===== config.mk =====
export PLATFORM = sky130hd
export DESIGN_NAME = video_write_scheduler
export DESIGN_NICKNAME = d
export VERILOG_FILES = /design/src/rtl/video_write_scheduler.sv
export SDC_FILE = /design/constraint.sdc
export NUM_CORES = 1
export LEC_CHECK = 0
export BUFFER_PORTS_ARGS = -buffer_cell sky130_fd_sc_hd__buf_2
export CELL_PAD_IN_SITES_DETAIL_PLACEMENT = 1
export CELL_PAD_IN_SITES_GLOBAL_PLACEMENT = 1
export CORE_MARGIN = 4
export CORE_UTILIZATION = 40
export CTS_CLUSTER_SIZE = 20
export DETAILED_ROUTE_END_ITERATION = 16
export GPL_TIMING_DRIVEN = 0
export PLACE_DENSITY = 0.67
export SLEW_MARGIN = 20
export SYNTH_ARGS = -nofsm -noshare
export SYNTH_HDL_FRONTEND = slang
export SYNTH_SLANG_ARGS = --single-unit

===== constraint.sdc =====
create_clock -name clk -period 8.9 [get_ports clk]
set_input_delay 2.67 -clock clk [delete_from_list [all_inputs] [get_ports clk]]
set_output_delay 2.67 -clock clk [all_outputs]
set_load 0.02 [all_outputs]

===== src/rtl/video_write_scheduler.sv =====
// CPU-to-video write queue: buffers iomem writes and releases them only during vertical blanking.
// Optional vblank interrupt enabled by defining VIDEO_WSCHED_IRQ_EN.
module video_write_scheduler #(
  parameter int unsigned FIFO_DEPTH = 16
) (
  input  logic        clk,
  input  logic        resetn,
  input  logic        iomem_valid,
  output logic        iomem_ready,
  input  logic [3:0]  iomem_wstrb,
  input  logic [31:0] iomem_addr,
  input  logic [31:0] iomem_wdata,
  output logic [31:0] iomem_rdata,
  input  logic        vblank,
  output logic        vid_valid,
  output logic [3:0]  vid_wstrb,
  output logic [31:0] vid_addr,
  output logic [31:0] vid_wdata,
  output logic        irq
);

  localparam int unsigned LEVEL_W = $clog2(FIFO_DEPTH) + 1;
  localparam int unsigned PTR_W   = $clog2(FIFO_DEPTH);

  typedef enum logic [1:0] {S_IDLE, S_HOLD, S_DRAIN} state_t;

  state_t               r_state, w_state_next;
  logic [67:0]          r_mem [FIFO_DEPTH];
  logic [PTR_W-1:0]     r_wptr, r_rptr;
  logic [LEVEL_W-1:0]   r_count, w_count_next;
  logic                 r_ready;
  logic [31:0]          r_rdata;
  logic                 r_vid_valid;
  logic [3:0]           r_vid_wstrb;
  logic [31:0]          r_vid_addr, r_vid_wdata;
  logic                 r_vblank_d;
  logic [15:0]          r_frame_cnt;

  logic w_req, w_is_ctl, w_is_wr, w_qwr, w_full, w_pop, w_ack, w_push, w_flush;
  logic w_vb_rise, w_irq_pend;
  logic [7:0]  w_level8;
  logic [67:0] w_head;

  assign w_req     = iomem_valid && !r_ready;
  assign w_is_ctl  = (iomem_addr[23:20] == 4'hF);
  assign w_is_wr   = |iomem_wstrb;
  assign w_qwr     = !w_is_ctl && w_is_wr;
  assign w_full    = (r_count == LEVEL_W'(FIFO_DEPTH));
  // Control writes are always acknowledged, so flush need not wait on the ack term.
  assign w_flush   = w_req && w_is_ctl && iomem_wstrb[0] && iomem_wdata[1];
  assign w_pop     = (r_state == S_DRAIN) && (r_count != '0) && !w_flush;
  // A pop in the same cycle frees the slot, so a full queue still accepts while draining.
  assign w_ack     = w_req && (!w_qwr || !w_full || w_pop);
  assign w_push    = w_ack && w_qwr && !w_flush;
  assign w_vb_rise = vblank && !r_vblank_d;
  assign w_level8  = 8'(r_count);
  assign w_head    = r_mem[r_rptr];

  always_comb begin
    w_count_next = r_count;
    if (w_flush) begin
      w_count_next = '0;
    end else begin
      if (w_push) w_count_next = w_count_next + LEVEL_W'(1);
      if (w_pop)  w_count_next = w_count_next - LEVEL_W'(1);
    end
  end

  always_comb begin
    w_state_next = r_state;
    unique case (r_state)
      S_IDLE: begin
        if (r_count != '0) w_state_next = vblank ? S_DRAIN : S_HOLD;
      end
      S_HOLD: begin
        if (r_count == '0)  w_state_next = S_IDLE;
        else if (vblank)    w_state_next = S_DRAIN;
      end
      S_DRAIN: begin
        if (w_count_next == '0) w_state_next = S_IDLE;
        else if (!vblank)       w_state_next = S_HOLD;
      end
      default: w_state_next = S_IDLE;
    endcase
  end

  always_ff @(posedge clk or negedge resetn) begin
    if (!resetn) r_state <= S_IDLE;
    else         r_state <= w_state_next;
  end

  always_ff @(posedge clk) begin
    if (w_push) r_mem[r_wptr] <= {iomem_wstrb, iomem_addr, iomem_wdata};
  end

  always_ff @(posedge clk or negedge resetn) begin
    if (!resetn) begin
      r_wptr      <= '0;
      r_rptr      <= '0;
      r_count     <= '0;
      r_ready     <= 1'b0;
      r_rdata     <= '0;
      r_vid_valid <= 1'b0;
      r_vid_wstrb <= '0;
      r_vid_addr  <= '0;
      r_vid_wdata <= '0;
      r_vblank_d  <= 1'b0;
      r_frame_cnt <= '0;
    end else begin
      r_ready    <= w_ack;
      r_count    <= w_count_next;
      r_vblank_d <= vblank;
      if (w_vb_rise) r_frame_cnt <= r_frame_cnt + 16'd1;

      if (w_flush) begin
        r_wptr <= '0;
        r_rptr <= '0;
      end else begin
        if (w_push) r_wptr <= r_wptr + PTR_W'(1);
        if (w_pop)  r_rptr <= r_rptr + PTR_W'(1);
      end

      r_rdata <= '0;
      if (w_ack && w_is_ctl && !w_is_wr)
        r_rdata <= {r_frame_cnt, w_level8, 5'b0, w_irq_pend, w_full, vblank};

      r_vid_valid <= w_pop;
      if (w_pop) {r_vid_wstrb, r_vid_addr, r_vid_wdata} <= w_head;
    end
  end

`ifdef VIDEO_WSCHED_IRQ_EN
  logic r_irq_pend, r_irq, w_irq_clr;

  assign w_irq_clr = w_ack && w_is_ctl && iomem_wstrb[0] && iomem_wdata[0];

  always_ff @(posedge clk or negedge resetn) begin
    if (!resetn) begin
      r_irq_pend <= 1'b0;
      r_irq      <= 1'b0;
    end else begin
      if (w_vb_rise)      r_irq_pend <= 1'b1;
      else if (w_irq_clr) r_irq_pend <= 1'b0;
      r_irq <= r_irq_pend;
    end
  end

  assign w_irq_pend = r_irq_pend;
  assign irq        = r_irq;
`else
  assign w_irq_pend = 1'b0;
  assign irq        = 1'b0;
`endif

  assign iomem_ready = r_ready;
  assign iomem_rdata = r_rdata;
  assign vid_valid   = r_vid_valid;
  assign vid_wstrb   = r_vid_wstrb;
  assign vid_addr    = r_vid_addr;
  assign vid_wdata   = r_vid_wdata;

endmodule

==> results of run 1 <==
-- cell usage in the layout (no fill, tap or decap), types with 6 or more instances in the layout --
master,synthesis,final
xor2_1,10,10
mux2i_1,204,204
edfxtp_1,1088,1088
buf_2,34,198
buf_1,18,15
a21oi_1,71,71
xnor2_1,17,17
and2_1,32,24
clkbuf_16,0,135
nand2_1,85,85
o31ai_1,69,69
o22ai_1,68,68
mux2_2,69,69
clkinv_2,0,16
nand3_1,6,6
o21ai_0,69,69
clkinv_1,0,19
and2_4,0,8
nor4_1,7,6
dfrtp_1,125,125
ha_1,9,9
buf_4,10,46
conb_1,1,10
nor2_1,24,20
buf_12,0,27
bufinv_16,0,9
inv_1,13,13
clkbuf_1,87,125
mux4_2,136,136
o221ai_1,68,68
a21boi_0,68,68
nand4_1,7,7
clkbuf_8,0,6
-- report_power, final --
part | switching [uW] | internal (uW)
sequential | 237 | 6710
combinational | 3280 | 1860
clock | 2200 | 3110
total | 5720 | 11700
-- kinds of logic (layout without fill, tap and decap cells) --
family                     count (synthesis)  in the layout  share of synthesized area (%)
adders and majority gates                  9              9                          0.242
other                                      1             15                        0.00805
DFF                                     1213           1213                           76.8
AOI/OAI and AO/OA                        430            430                           6.22
muxes                                    410            410                           12.6
buffers and inverters                    163            632                           1.50
and+or+nand+nor                          191            191                           2.02
xor gates and xnor gates                  28             28                          0.542
-- critical path: cells and delay by family --
kind | cells | cell delay, ps
buffers and inverters | 8 | 2100
and+or+nand+nor | 3 | 1300
AOI/OAI and AO/OA | 1 | 220
-- routing by layer --
| metal | global-route usage (%) | up-vias |
|---|---|---|
| met3 | 4.26 | 203 |
| met5 | 0 | - |
| met4 | 5.64 | 8 |
| met1 | 26.5 | 13300 |
| met2 | 35.5 | 838 |
| li1 | - | 10700 |
-- sequential cells by signal, indices dropped and copies added (netlist names) --
| signal | flops |
|---|---|
| iomem_rdata | 23 |
| iomem_ready | 1 |
| r_count | 5 |
| r_frame_cnt | 16 |
| r_mem | 1088 |
| r_rptr | 4 |
| r_state | 2 |
| r_vblank_d | 1 |
| r_wptr | 4 |
| vid_addr | 32 |
| vid_valid | 1 |
| vid_wdata | 32 |
| vid_wstrb | 4 |
-- synthesized netlist by cell type, types with 10 or more instances --
library cell  number  area, sq um
and2_1            32          200
o21ai_0           69          345
edfxtp_1        1088        32700
inv_1             13         48.8
nor2_1            24         90.1
a21boi_0          68          510
mux2i_1          204         2040
a21oi_1           71          355
mux4_2           136         3060
o22ai_1           68          425
mux2_2            69          777
dfrtp_1          125         3130
xnor2_1           17          149
o31ai_1           69          518
buf_1             18         67.6
buf_2             34          170
nand2_1           85          319
buf_4             10         75.1
xor2_1            10         87.6
clkbuf_1          87          327
o221ai_1          68          596
-- layout make-up --
class                      instances  area [sq um]  area share (%)
antenna                            5          12.5          0.0229
buffer                           150           657            1.20
multi-input combinational       1078         10200            18.7
tap                             1512          1890            3.47
timing repair buffer             231          1720            3.15
sequential                      1213         35800            65.7
clock inverter                    57           573            1.05
clock buffer                     181          3610            6.62
inverter                          13          48.8          0.0895
-- final timing paths --
kind / startpoint / endpoint / slack (ps) / depth (start not counted)
setup / recovery: iomem_wstrb[0] / r_mem[4][17] / 2990 / 12
hold / removal: r_frame_cnt[15] / r_frame_cnt[15] / 460 / 1
setup reg to reg: r_count[0] / r_mem[4][17] / 4780 / 12
hold reg to reg: r_frame_cnt[15] / r_frame_cnt[15] / 460 / 1
max in group asynchronous: resetn / vid_wdata[20] / 6120 / 2
min in group asynchronous: resetn / r_frame_cnt[7] / 1900 / 1
-- metrics by stage --
step	setup slack [ps]	hold WS (ps)	setup TNS (ps)	utilization [%]	cells
finish	2990	461	0	47.4	4440
global placement	-5450	451	-2014650	42.9	4130
global route	2870	507	0	47.4	4436
detailed placement	2240	458	0	43.8	4197
floorplan	52.3	434	0	-	2454
CTS	3030	465	0	47.4	4435
==> metrics.md, run 1 <==
| Metric | Value |
|---|---|
| CTS buffer count | 130 |
| I/O pins | 175 |
| WL/cell | between 20 and 30 um |
| Largest net degree at the start of global routing | slightly below 70 |
| WP data arrival | 6320 ps |
| Worst-Margin Slew | 1110 ps |
| RSZ-0062 raised after global routing | false |
| Worst hold path class | reg -> reg |
| Status | completed |
| Number of synthesized register bits | about 1,200 |
| Kind of critical path | in -> reg |
| WL met3 | 7790 um |
| Clock Pin Slew Worst Setup and Hold Paths | 50 ps |
| Vias post-DR | 25,000 |
| Max cap viols | 0 |
| Number of global-route vias before repair | 27,100 |
| Fill count | 10,700 |
| Area Overhead vs Synth | 17.0% |
| Synthesized cell area | 0.0466 sq mm |
| Prevailing post-synth register cell | edfxtp_1 |
| Post-CTS setup buffer count | 0 |
| # hold bufs at CTS | 0 |
| Die width | 349 um |
| Max-slew violations | 0 |
| Metal-1 WL | 51,200 um |
| Nets | ~2,900 |
| Critical Path Fanout Max | 19 |
| Root Buffer | clkbuf_16 |
| TritonRoute pass-1 iters | 8 |
| Post-Synthesis Mean Instance Area | 19.1 sq um |
| Worst vdd ir | 0.215 mV |
| Congestion Overflow GR | 0 |
| Fmax | 0.169 GHz |
| Clk_lat worst skew | between 700 and 800 ps |
| # resized after CTS | 0 |
| Gr usage total | 20.5% |
| Number of flops mapped to enable cells by yosys | 1,088 |
| CTS H-tree depth | 4 |
| Rows | 124 |
| Max incr delay on CP | 700 ps |
| Yosys cell types | 58 |
| CP max-delay cell | nor3_2 |
| Layout cells sized above 1 | 23.5% |
| Skew final | 23.1 ps |
| Placer Congestion | 0.761 |
| Cells after synthesis | around 2,400 |
| Final Hold Fails | 0 |
| Max Root-Sink Buffers | 3 |
| Met2 routed wirelength | 63,900 um |
| Initial DRC count | 2,211 |
| Tmin final | 5910 ps |
| Async set-reset flop share out of synthesis | 10.3% |
| Synth warnings | 0 |
| Max Used Layer | met5 |
| Slew headroom | 26.1% |
| First-pass GRT wire length | ~180,000 um |
| Die Span Y | 349 um |
| Port bufs | 164 |
| Routed WL | between 100,000 and 150,000 um |
| Count of clock tree sinks | 1,213 |
| Crit. End Element | register |
| Top cell by count, worst path | buf_4 |
| Sequential-to-total area share from yosys stat | 76.8% |
| Worst path cell trace | buf_2 > or4_1 > buf_2 > o2111a_1 > buf_6 > clkbuf_1 > nand2_1 > nor3_2 > buf_4 > buf_4 > buf_4 > buf_4 |
| Placed Area | 0.0503 sq mm |
| Core Region | 0.115 sq mm |
| Dpl hpwl | 82,000 um |
| Startpoint Class | primary input |
| P_leak | 0.0187 uW |
| Vias per cell | 5.63 |
| # DRC | 0 |
| Req. time, crit path | 9320 ps |
| Design Power | 17,400 uW |
| Power Density | between 300 and 400 mW/mm^2 |
| Post-Layout Inst Area | between 0.05 and 0.06 sq mm |
| Routed Antenna Nets | 0 |
| Initial antenna violation count | 14 |
| Starting Density | 40.5% |
| Die footprint | 0.122 sq mm |
| CTS tree | yes |
| Setup-failing EPs final | 0 |
| Final worst path period share | 66.4% |
No activity file was read; power rests on OpenSTA's default activity.
==> run 2, diff against run 1 <==
Settings changed: PLACE_DENSITY 0.67 to 0.69.
Clock period 8.9 ns to 4.8 ns, I/O delays scaled along.
==> metrics.md, run 2 (synthesis gave the netlist of run 1 again) <==
| Metric | Value |
|---|---|
| Multi-input gate area | between 0.01 and 0.015 sq mm |
| Max-slew violations | 0 |
| Count of clock tree sinks | roughly 1,200 |
| Hold slack | 469 ps |
| Power Density | 586 mW/mm^2 |
| TritonRoute pass-1 iters | 5 |
| Worst-Margin Slew | 1160 ps |
| Congestion Overflow GR | 0 |
| # hold bufs at CTS | 0 |
| WL/cell | roughly 29 um |
| Clk_lat worst skew | 730 ps |
| CTS tree | yes |
| Commonest non-fill, non-tap cell in the layout | edfxtp_1 |
| Post-CTS setup buffer count | 0 |
| P_leak | 0.0186 uW |
| Max cap viols | 0 |
| Dpl hpwl | 83,300 um |
| Skew final | 53.9 ps |
| Startpoint Class | primary input |
| Starting Density | 40.5% |
| Slew headroom | 23.0% |
| Max FFs per register | 1,088 |
| CTS H-tree depth | 3 |
| First-pass GRT wire length | 185,000 um |
| Placer Congestion | roughly 0.77 |
| Clock Pin Slew Worst Setup and Hold Paths | 60 ps |
| Vias per cell | 5.70 |
| Fill count | 10,700 |
| Die width | between 300 and 400 um |
| Port bufs | 164 |
| Initial antenna violation count | 17 |
| Reg2Reg Depth | 12 |
| Nets | 2,875 |
| Die footprint | between 0.1 and 0.15 sq mm |
| Status | completed |
| Critical Path Fanout Max | 19 |
| Number of global-route vias before repair | 27,200 |
| Initial DRC count | 2,300 |
| Kind of critical path | in -> reg |
| Core Region | 0.115 sq mm |
| WHS Path Cells | 1 |
| Setup TNS | 0 ps |
| Biggest register | r_mem |
| Rows | 124 |
| Layout cells sized above 1 | 23.3% |
| Final worst path period share | 91.3% |
| Max Root-Sink Buffers | 3 |
| # DRC | 0 |
| CTS buffer count | 121 |
| Worst vdd ir | 0.340 mV |
| Largest net degree at the start of global routing | about 80 |
| Fmax | about 0.23 GHz |
| RSZ-0062 raised after global routing | false |
| Final Hold Fails | 0 |
| Most frequent cells in the layout | 1,088 x edfxtp_1, 204 x mux2i_1, 197 x buf_2, 136 x mux4_2, 125 x dfrtp_1 |
| # resized after CTS | 0 |
| Crit. End Element | register |
| Root Buffer | clkbuf_16 |
| I/O pins | 175 |
| Die Span Y | 349 um |
| Routed WL | between 100,000 and 150,000 um |
| Routed Antenna Nets | 0 |
| Worst hold path class | reg -> reg |
| Tmin final | 4380 ps |
| Setup-failing EPs final | 0 |
| Req. time, crit path | 5200 ps |
| Area Overhead vs Synth | 17.0% |
| Vias post-DR | 25,200 |
| Gr usage total | 20.7% |
| Register area | roughly 0.036 sq mm |
| WP data arrival | 4790 ps |
==> run 2: cell types whose count changed in the layout (fill, tap and decap cells not counted), sizes merged <==
cell      change
clkinvlp      +1
inv           -4
clkbuf        -5
bufinv        +1
buf          -16
==> run 2: where the power goes <==
part,switching (uW),total [uW],internal [uW],leakage (uW)
Clock,3950,9460,5510,0.00196
Combinational,6140,9610,3470,0.00525
Sequential,452,12900,12400,0.0114
==> run 2: path summary, 6_finish.rpt <==
path | from | to | slack (ps)
max in group asynchronous | resetn | vid_wdata[21] | 3220
min reg2reg | r_frame_cnt[15] | r_frame_cnt[15] | 470
min in group asynchronous | resetn | iomem_rdata[16] | 760
min | r_frame_cnt[15] | r_frame_cnt[15] | 470
max reg2reg | r_count[0] | r_mem[6][17] | 1010
max | iomem_wstrb[0] | r_mem[6][17] | 420
==> run 2: metrics by stage <==
step           power (uW)  cells  instance area [sq um]  setup WS (ps)  utilization, %
2_1_floorplan       19000   2454                  46700          -1010               -
3_3_place_gp        22200   4130                  49400          -4670            42.9
3_5_place_dp        22700   4183                  50500           -269            43.9
4_1_cts             32200   4412                  54500            468            47.4
5_1_grt             33400   4412                  54500            292            47.4
6_report            32000   4417                  54500            416            47.4
==> run 2: final cells by class <==
cell class,instances,share of cell area [%]
Antenna cell,5,0.0229
Buffer,150,1.20
Clock buffer,174,6.31
Clock inverter,55,1.06
Inverter,13,0.0895
Multi-Input combinational cell,1078,18.8
Sequential cell,1213,65.7
Tap cell,1512,3.47
Timing Repair Buffer,217,3.41
==> run 2: routing by layer <==
metal	vias up	track usage, %	wire length [um]
li1	10600	-	-
met1	13400	27.3	51200
met2	947	35.5	63800
met3	210	3.56	8660
met4	8	5.91	3210
met5	-	0	46
==> run 2: critical path, cell delays in order <==
cell and delay [ps]:
buf_2 330, or4_1 320, buf_2 220, o2111a_1 220, buf_6 150, clkbuf_1 380
nand2_1 350, nor3_4 540, buf_8 270, buf_16 180, buf_16 160, buf_8 170
